**src/rtl/gb_timer_pkg.sv**
```systemverilog
// gb_timer_pkg: shared constants and types for the DIV/TIMA/TMA/TAC timer.
//   - register addresses on the 2-bit CPU bus
//   - TIMA sequencing FSM states
//   - system-counter bit chosen by each TAC[1:0] setting
//   - padding for the unused upper TAC bits on reads
package gb_timer_pkg;

    localparam logic [1:0] ADDR_DIV  = 2'd0;
    localparam logic [1:0] ADDR_TIMA = 2'd1;
    localparam logic [1:0] ADDR_TMA  = 2'd2;
    localparam logic [1:0] ADDR_TAC  = 2'd3;

    typedef enum logic {
        ST_IDLE  = 1'b0,
        ST_DELAY = 1'b1
    } tima_state_e;

    // sys_cnt bit whose falling edge clocks TIMA, per TAC[1:0]
    localparam int unsigned TAC_SEL_BIT_0 = 9;  // 4096 Hz
    localparam int unsigned TAC_SEL_BIT_1 = 3;  // 262144 Hz
    localparam int unsigned TAC_SEL_BIT_2 = 5;  // 65536 Hz
    localparam int unsigned TAC_SEL_BIT_3 = 7;  // 16384 Hz

    localparam int unsigned OVF_DELAY_DEFAULT = 4;

    localparam logic [4:0] TAC_RD_PAD = 5'b11111;

endpackage

```
**src/rtl/gb_timer_cpu_clk_edge.sv**
```systemverilog
// cpu_clk_edge: turns the divider's cpu_clk level into a one-cycle tick
// in the clk domain. Usable by any peripheral fed from the divider.
//   clk     - fast system clock
//   rst     - synchronous active-high reset
//   cpu_clk - divided CPU clock level, synchronous to clk
//   tick    - high for the one clk cycle in which cpu_clk first reads high
module cpu_clk_edge (
    input  logic clk,
    input  logic rst,
    input  logic cpu_clk,
    output logic tick
);

    logic cpu_clk_q;

    always_ff @(posedge clk) begin
        if (rst) begin
            cpu_clk_q <= 1'b0;
        end else begin
            cpu_clk_q <= cpu_clk;
        end
    end

    assign tick = cpu_clk & ~cpu_clk_q;

endmodule

```
**src/rtl/gb_timer.sv**
```systemverilog
// gb_timer: DIV/TIMA/TMA/TAC timer block with timer interrupt request.
//   clk       - system clock
//   rst       - synchronous active-high reset
//   cpu_clk   - divided CPU clock level; each rising edge is one T-cycle
//   addr      - register select (DIV, TIMA, TMA, TAC)
//   wr_en     - one-cycle write strobe
//   wr_data   - write data
//   rd_data   - combinational read of the addressed register
//   irq_timer - one-clk interrupt pulse, coincident with the TIMA reload
//
// TIMA FSM
//   state    | meaning
//   ST_IDLE  | TIMA counts falling edges of the selected sys_cnt bit
//   ST_DELAY | TIMA overflowed and reads 00; waiting OVF_DELAY ticks to reload
module gb_timer
    import gb_timer_pkg::*;
#(
    parameter int unsigned TICK_SEL_0 = TAC_SEL_BIT_0,
    parameter int unsigned TICK_SEL_1 = TAC_SEL_BIT_1,
    parameter int unsigned TICK_SEL_2 = TAC_SEL_BIT_2,
    parameter int unsigned TICK_SEL_3 = TAC_SEL_BIT_3,
    parameter int unsigned OVF_DELAY  = OVF_DELAY_DEFAULT
) (
    input  logic       clk,
    input  logic       rst,
    input  logic       cpu_clk,
    input  logic [1:0] addr,
    input  logic       wr_en,
    input  logic [7:0] wr_data,
    output logic [7:0] rd_data,
    output logic       irq_timer
);

    localparam int unsigned      DLY_W    = $clog2(OVF_DELAY + 1);
    localparam logic [DLY_W-1:0] DLY_LAST = DLY_W'(OVF_DELAY - 1);

    logic             tick;
    logic [15:0]      sys_cnt;
    logic [7:0]       tima;
    logic [7:0]       tma;
    logic [2:0]       tac;
    logic             sel_bit;
    logic             t_in;
    logic             t_in_q;
    logic             t_fall;
    logic [DLY_W-1:0] dly_cnt;
    tima_state_e      state;
    tima_state_e      state_nxt;
    logic [7:0]       tima_nxt;
    logic [DLY_W-1:0] dly_nxt;
    logic             irq_nxt;
    logic             div_wr;
    logic             tima_wr;
    logic             tma_wr;
    logic             tac_wr;
    logic [7:0]       tma_eff;
    logic             reload;

    cpu_clk_edge u_edge (
        .clk     (clk),
        .rst     (rst),
        .cpu_clk (cpu_clk),
        .tick    (tick)
    );

    assign div_wr  = wr_en & (addr == ADDR_DIV);
    assign tima_wr = wr_en & (addr == ADDR_TIMA);
    assign tma_wr  = wr_en & (addr == ADDR_TMA);
    assign tac_wr  = wr_en & (addr == ADDR_TAC);

    // A TMA write lands in the same cycle as a reload, so the reload sees it.
    assign tma_eff = tma_wr ? wr_data : tma;

    always_comb begin
        sel_bit = 1'b0;
        case (tac[1:0])
            2'b00:   sel_bit = sys_cnt[TICK_SEL_0];
            2'b01:   sel_bit = sys_cnt[TICK_SEL_1];
            2'b10:   sel_bit = sys_cnt[TICK_SEL_2];
            default: sel_bit = sys_cnt[TICK_SEL_3];
        endcase
    end

    // Any change that drops t_in (counter roll, DIV clear, TAC rewrite) counts.
    assign t_in   = tac[2] & sel_bit;
    assign t_fall = t_in_q & ~t_in;

    assign reload = (state == ST_DELAY) & tick & (dly_cnt == DLY_LAST);

    always_ff @(posedge clk) begin
        if (rst) begin
            sys_cnt <= 16'h0000;
            t_in_q  <= 1'b0;
            tma     <= 8'h00;
            tac     <= 3'b000;
        end else begin
            if (div_wr) begin
                sys_cnt <= 16'h0000;
            end else if (tick) begin
                sys_cnt <= sys_cnt + 16'd1;
            end
            t_in_q <= t_in;
            if (tma_wr) begin
                tma <= wr_data;
            end
            if (tac_wr) begin
                tac <= wr_data[2:0];
            end
        end
    end

    always_ff @(posedge clk) begin
        if (rst) begin
            state <= ST_IDLE;
        end else begin
            state <= state_nxt;
        end
    end

    always_comb begin
        state_nxt = state;
        case (state)
            ST_IDLE: begin
                if (!tima_wr && t_fall && (tima == 8'hFF)) begin
                    state_nxt = ST_DELAY;
                end
            end
            ST_DELAY: begin
                if (reload || tima_wr) begin
                    state_nxt = ST_IDLE;
                end
            end
            default: state_nxt = ST_IDLE;
        endcase
    end

    // In DELAY the reload outranks a TIMA write; before it, the write cancels.
    always_comb begin
        tima_nxt = tima;
        dly_nxt  = dly_cnt;
        irq_nxt  = 1'b0;
        case (state)
            ST_IDLE: begin
                dly_nxt = '0;
                if (tima_wr) begin
                    tima_nxt = wr_data;
                end else if (t_fall) begin
                    tima_nxt = tima + 8'd1;
                end
            end
            ST_DELAY: begin
                if (reload) begin
                    tima_nxt = tma_eff;
                    irq_nxt  = 1'b1;
                end else begin
                    if (tima_wr) begin
                        tima_nxt = wr_data;
                    end
                    if (tick) begin
                        dly_nxt = dly_cnt + DLY_W'(1);
                    end
                end
            end
            default: ;
        endcase
    end

    always_ff @(posedge clk) begin
        if (rst) begin
            tima      <= 8'h00;
            dly_cnt   <= '0;
            irq_timer <= 1'b0;
        end else begin
            tima      <= tima_nxt;
            dly_cnt   <= dly_nxt;
            irq_timer <= irq_nxt;
        end
    end

    always_comb begin
        rd_data = 8'h00;
        case (addr)
            ADDR_DIV:  rd_data = sys_cnt[15:8];
            ADDR_TIMA: rd_data = tima;
            ADDR_TMA:  rd_data = tma;
            default:   rd_data = {TAC_RD_PAD, tac};
        endcase
    end

endmodule

```
**config.mk**
```make
export PLATFORM = sky130hd
export DESIGN_NAME = gb_timer
export DESIGN_NICKNAME = d
export VERILOG_FILES = /design/src/rtl/gb_timer_pkg.sv /design/src/rtl/gb_timer_cpu_clk_edge.sv /design/src/rtl/gb_timer.sv
export SDC_FILE = /design/constraint.sdc
export NUM_CORES = 1
export LEC_CHECK = 0
export BUFFER_PORTS_ARGS = -buffer_cell sky130_fd_sc_hd__clkbuf_2
export CAP_MARGIN = 20
export CORE_UTILIZATION = 50
export DETAILED_ROUTE_END_ITERATION = 12
export GPL_TIMING_DRIVEN = 0
export HOLD_SLACK_MARGIN = 0.05
export PLACE_DENSITY = 0.65
export SYNTH_ARGS = -nofsm -noshare
export SYNTH_HDL_FRONTEND = slang
export SYNTH_SLANG_ARGS = --single-unit
```
**constraint.sdc**
```tcl
create_clock -name clk -period 3.25 [get_ports clk]
set_clock_uncertainty 0.2 [all_clocks]
set_input_delay 0.325 -clock clk [delete_from_list [all_inputs] [get_ports clk]]
set_output_delay 0.325 -clock clk [all_outputs]
set_load 0.01 [all_outputs]
```
### Word level (Yosys, flattened, before mapping)

Index checks and enable logic that the tools add are counted.

| word-level totals | value |
|---|---|
| register bits | 42 |
| word-level logic and storage cells | 60 |
| output and inout bits | 9 |

| operators by class | value |
|---|---|
| multiplexer cells | 15 |
| bitwise logic cells | 12 |
| add/subtract/negate cells | 3 |
| reduce and logical (&&, ||, !) cells | 10 |
| equal/unequal tests | 11 |

Operators by type and width:

| kind | number |
|---|---|
| 8-bit two-way mux | 5 |
| 8-bit case mux with 3 select lines | 1 |
| 16-bit by 1-bit adder with 16-bit output, second input constant | 1 |
| 8-bit case mux with 2 select lines | 1 |
| 1-bit bitwise AND | 9 |
| 8-bit by 1-bit adder with 8-bit output, second input constant | 1 |
| 8-bit == test, second input constant | 1 |
| 2-bit == test, second input constant | 3 |
| 3-bit two-way mux | 2 |
| 3-bit case mux with 2 select lines | 1 |
| 2-bit by 1-bit == test with 1-bit output, second input constant | 2 |
| 2-bit logical NOT | 2 |
| 2-bit inequality test, second input constant | 2 |
| 2-bit AND reduction | 2 |
| 2-bit OR reduction | 2 |
| 3-bit by 1-bit adder with 3-bit output, second input constant | 1 |
| 3-bit by 2-bit == test with 1-bit output, second input constant | 1 |
| 1-bit two-way mux | 3 |
| 3-bit by 1-bit inequality test with 1-bit output, second input constant | 1 |
| 3-bit inequality test, second input constant | 1 |
| 1-bit NOT | 3 |
| 1-bit case mux with 3 select lines | 1 |
| 1-bit logical AND | 2 |
| 1-bit case mux with 2 select lines | 1 |
| other kinds (2) | 2 |

### Longest topological paths before layout

| depth | value |
|---|---|
| depth in word-level cells | 9 |
| mapped depth | 7 |
| mapped depth without buffers | 6 |

### Cells and area by module

A second synthesis with hierarchy kept.

| unflattened totals | value |
|---|---|
| cells, all modules | 233 |
| area, all modules | 2188.3 sq um |

Modules (own cells, without submodules):

| module | instances | cells each | area an instance (sq um) |
|---|---|---|---|
| gb_timer | 1 | 230 | 2140.8 |
| cpu_clk_edge | 1 | 3 | 47.5 |

### Least setup slack after synthesis

Ideal clock, no wire load.

| timing | value |
|---|---|
| path type | flip-flop to flip-flop |
| start | register dly_cnt[0] |
| end | register tima[5] |
| arrival time | 1634 ps |
| setup time | 91 ps |
| slack | 1325 ps |
| data required time | 2959 ps |
| path buffers | 1 |
| stages on the path, launching flop included | 8 |
| clock period less this slack | 1925 ps |
| path through | dfxtp_1 -> ha_1 -> ha_1 -> and4b_1 -> clkbuf_1 -> nor2_1 -> nand2_1 -> a311oi_1 |

| between the ends | value |
|---|---|
| word-level cells in the longest chain between the ends | 4 |
| elaborated cells on any way between the ends | 6 |
| those cells by class | eq/ne: 2; mux: 2; bitwise: 1; reduce/logical: 1 |

RTL lines:

| element | line | source |
|---|---|---|
| from (decl) | gb_timer.sv:46 | `logic [DLY_W-1:0] dly_cnt;` |
| from (signal assigned) | gb_timer.sv:175 | `dly_cnt <= dly_nxt;` |
| 3-bit by 2-bit == test with 1-bit output * | gb_timer.sv:88 | `assign reload = (state == ST_DELAY) & tick & (dly_cnt == DLY_LAST);` |
| 1-bit bitwise AND * | gb_timer.sv:88 |  |
| 8-bit two-way mux / 3-bit by 1-bit inequality test with 1-bit output (equally long branches) | - |  |
| 8-bit case mux with 2 select lines / 2-bit AND reduction (equally long branches) | - |  |
| to (signal assigned) | gb_timer.sv:174 | `tima <= tima_nxt;` |
| to (decl) | gb_timer.sv:39 | `logic [7:0] tima;` |

Every way passes the cells marked *; elsewhere a longest branch is shown, timed or not.
A chain may end at the register's enable or synchronous reset.

### Worst setup path after layout

Ends and elaborated chain as after synthesis.

==> impl_metrics.env <==
export IMPL_syn_to_final_growth_pct=12.9
export IMPL_worstSetupPathType="register to register"
export IMPL_seq_area_frac_synth_pct=36.3
export IMPL_arrival_ns=2.27
export IMPL_grt_max_degree=13
export IMPL_grt_ovfl_total=0
export IMPL_fp_dieH_um=70.0
export IMPL_antenna_cells=0
export IMPL_status="completed"
export IMPL_cpMostUsedCell="ha_1"
export IMPL_hold_path_class="primary input to register"
export IMPL_detail_route_first_pass_iterations=4
export IMPL_required_ns=3.26
export IMPL_post_drt_wl_per_cell_um=16.0
export IMPL_cts_buffer_depth=2
export IMPL_fin_nets=310
export IMPL_ir_worst_vdd_v=0.000329
export IMPL_grt_pass1_vias=1909
export IMPL_synth_edf_count=0
export IMPL_place_congestion=0.848
export IMPL_final_common_cell="dfxtp_1"
export IMPL_p_per_area_mw_per_mm2=404
export IMPL_r2r_start="dly_cnt[0]$_SDFFE_PP0P_"
export IMPL_whs_ns=0.0697
export IMPL_synth_fp_nets=280
export IMPL_drc_errors=0
export IMPL_tightest_slew_ns=0.767
export IMPL_start_util_pct=52.4
export IMPL_final_min_clock_period_ns=2.26
export IMPL_total_power_w=0.00105
export IMPL_dieArea_mm2=0.00490
export IMPL_synth_seq_cells=42
export IMPL_fin_ws_ns=0.990
export IMPL_drv_slew=0
export IMPL_cts_tree="built"
export IMPL_whs_path_depth=3
export IMPL_syn_area_mm2=0.00231
export IMPL_dp_hpwl_um=4130
export IMPL_crit_path_max_fanout=7
export IMPL_port_buffers=22
export IMPL_postRouteAntennaNets=0
export IMPL_vias=2067
export IMPL_die_w_um=70.0
export IMPL_timing_final_hold_violations=0
export IMPL_cts_made_buffers=5
export IMPL_path_clk_slew_ns=0.08
export IMPL_slowest_stage="nor2_1"
export IMPL_reg2reg_to="tima[5]$_SDFFE_PP0P_"
export IMPL_netlist_instances=262
export IMPL_crit_chain="ha_1 > ha_1 > and4b_1 > clkbuf_1 > nor2_1 > nand2_1 > a311oi_1"
export IMPL_rows=24
export IMPL_num_io_pins=23
export IMPL_globalRouteTotalUtil_pct=24.5
export IMPL_max_freq_mhz=443
export IMPL_drtIter0Drc=131
export IMPL_end_kind="register"
export IMPL_maxCapViolCount=0
export IMPL_most_common_layout_cells="42 x dfxtp_1, 26 x nand2_1, 23 x clkbuf_2, 21 x nor2_1, 20 x a21oi_1"
export IMPL_syn_area_per_cell_um2=8.83
export IMPL_clkSinkCount=42
export IMPL_clk_latency_ns=0.30
export IMPL_ys_async_sr_fraction_pct=0
export IMPL_reg2reg_depth=7
export IMPL_r2r_setup_slack_ns=0.99
export IMPL_n_fill_cell=404
export IMPL_antenna_found_initial=0
export IMPL_max_stage_delay_ns=0.43
export IMPL_clockRootBuffer="clkbuf_8"
export IMPL_routed_wirelength_um=5490
export IMPL_cp_start_kind="register"
export IMPL_min_to="tma[3]$_SDFF_PP0_"
export IMPL_cts_resized_gates=0
export IMPL_synth_top_flop_cell="dfxtp_1"
export IMPL_finalCritPeriodShare_pct=69.5
export IMPL_yosysUniqueCellTypes=55
export IMPL_cts_htree_levels=2
export IMPL_routed_via_density=6.01
export IMPL_drive_above_1_share_pct=16.8
export IMPL_worstHoldStart="wr_data[3]"
export IMPL_finalNonFillerCells=344
export IMPL_coreArea_mm2=0.00441
export IMPL_finalSetupViolations=0
export IMPL_grt_pass1_wl_um=9490
export IMPL_rsz0062_at_grt="false"
export IMPL_yosys_warnings=0
export IMPL_pre_cts_slack_ns=1.01
export IMPL_p_leak_nw=0.981
export IMPL_dp_cells=336
export IMPL_tns_ns=0
export IMPL_slew_headroom_pct=48.9
-- cell families (layout without fill, tap and decap cells) --
group           Yosys count  count (layout)  share of synthesized area (%)
fa+ha+maj                 4               4                           2.16
compound gates           66              66                           19.9
simple gates            108             108                           26.1
flops                    42              42                           36.3
xor+xnor                 11              11                           4.16
buf+inv                  17              47                           3.46
mux                      14              14                           7.90
-- through the flow --
step | instance area (µm²) | util (%)
after floorplan | 2310 | -
after global placement | 2490 | 56.4
after detailed placement | 2490 | 56.4
after CTS | 2610 | 59.2
after global routing | 2610 | 59.2
final | 2610 | 59.2
-- registers in the layout, indices dropped and copies added, names as in the netlist --
name and cells:
sys_cnt 16, tima 8, tma 8, t_in_q 1, state 1, tac 3, irq_timer 1, u_edge.cpu_clk_q 1
dly_cnt 3
-- report_power, final --
part	internal [W]	switching, W
combinational	0.0000421	0.0000535
clock	0.000246	0.000176
sequential	0.000524	0.0000123
total	0.000812	0.000242
-- Yosys cell counts, types with 5 or more instances --
cell type,count,area share (%)
or3_1,7,1.9
dfxtp_1,42,36
nand4_1,8,2.2
a21oi_1,20,4.3
o2111ai_1,5,1.9
nand3_1,12,2.6
clkbuf_1,6,0.97
nand2_1,26,4.2
a221o_1,5,2.2
mux2i_1,7,3.0
xor2_1,8,3.0
nor2_1,21,3.4
o22a_1,6,2.3
o21ai_0,7,1.5
-- worst max-delay path by stage --
stage                     cells after the start               startpoint                    to
after floorplan                               7  dly_cnt[0]$_SDFFE_PP0P_  tima[5]$_SDFFE_PP0P_
after global placement                        7  dly_cnt[0]$_SDFFE_PP0P_  tima[5]$_SDFFE_PP0P_
after detailed placement                      7  dly_cnt[0]$_SDFFE_PP0P_  tima[5]$_SDFFE_PP0P_
after CTS                                     7  dly_cnt[0]$_SDFFE_PP0P_  tima[5]$_SDFFE_PP0P_
after global routing                          7  dly_cnt[0]$_SDFFE_PP0P_  tima[5]$_SDFFE_PP0P_
final                                         7  dly_cnt[0]$_SDFFE_PP0P_  tima[5]$_SDFFE_PP0P_
-- metal layers --
metal / GRT usage, % / share of wire [%] / up-vias / routed length, µm
li1: - / - / 1055 / -
met3: 5.34 / 4.1 / 5 / 223
met2: 36.8 / 44 / 35 / 2420
met1: 35.8 / 51 / 972 / 2800
met5: 0 / 0 / - / 0
met4: 5.33 / 0.87 / 0 / 48
-- worst max-delay path: cells and delay by family, from the launching register on --
family | cells | cell delay (ns)
adder cells (fa/ha/maj) | 2 | 0.42
flip-flops | 1 | 0.33
buffers and inverters | 1 | 0.18
AND/OR/NAND/NOR | 3 | 0.78
AO/OA/AOI/OAI | 1 | 0.26
-- cell type report --
cell class	count	area (µm²)	area share [%]
repair buffers	23	120	4.60
well taps	52	65.1	2.49
plain buffers	13	65.1	2.49
multi-input cells	203	1390	53.3
flip-flops and latches	42	841	32.2
inverters	4	15.0	0.575
clock buffers	6	82.6	3.16
clock inverters	1	30.0	1.15
-- timing repair --
item                      CTS  global route
buffers inserted            0             0
hold endpoints to repair    1             0
hold buffers                1             0
Note: power is estimated with default switching activity, not from simulation.
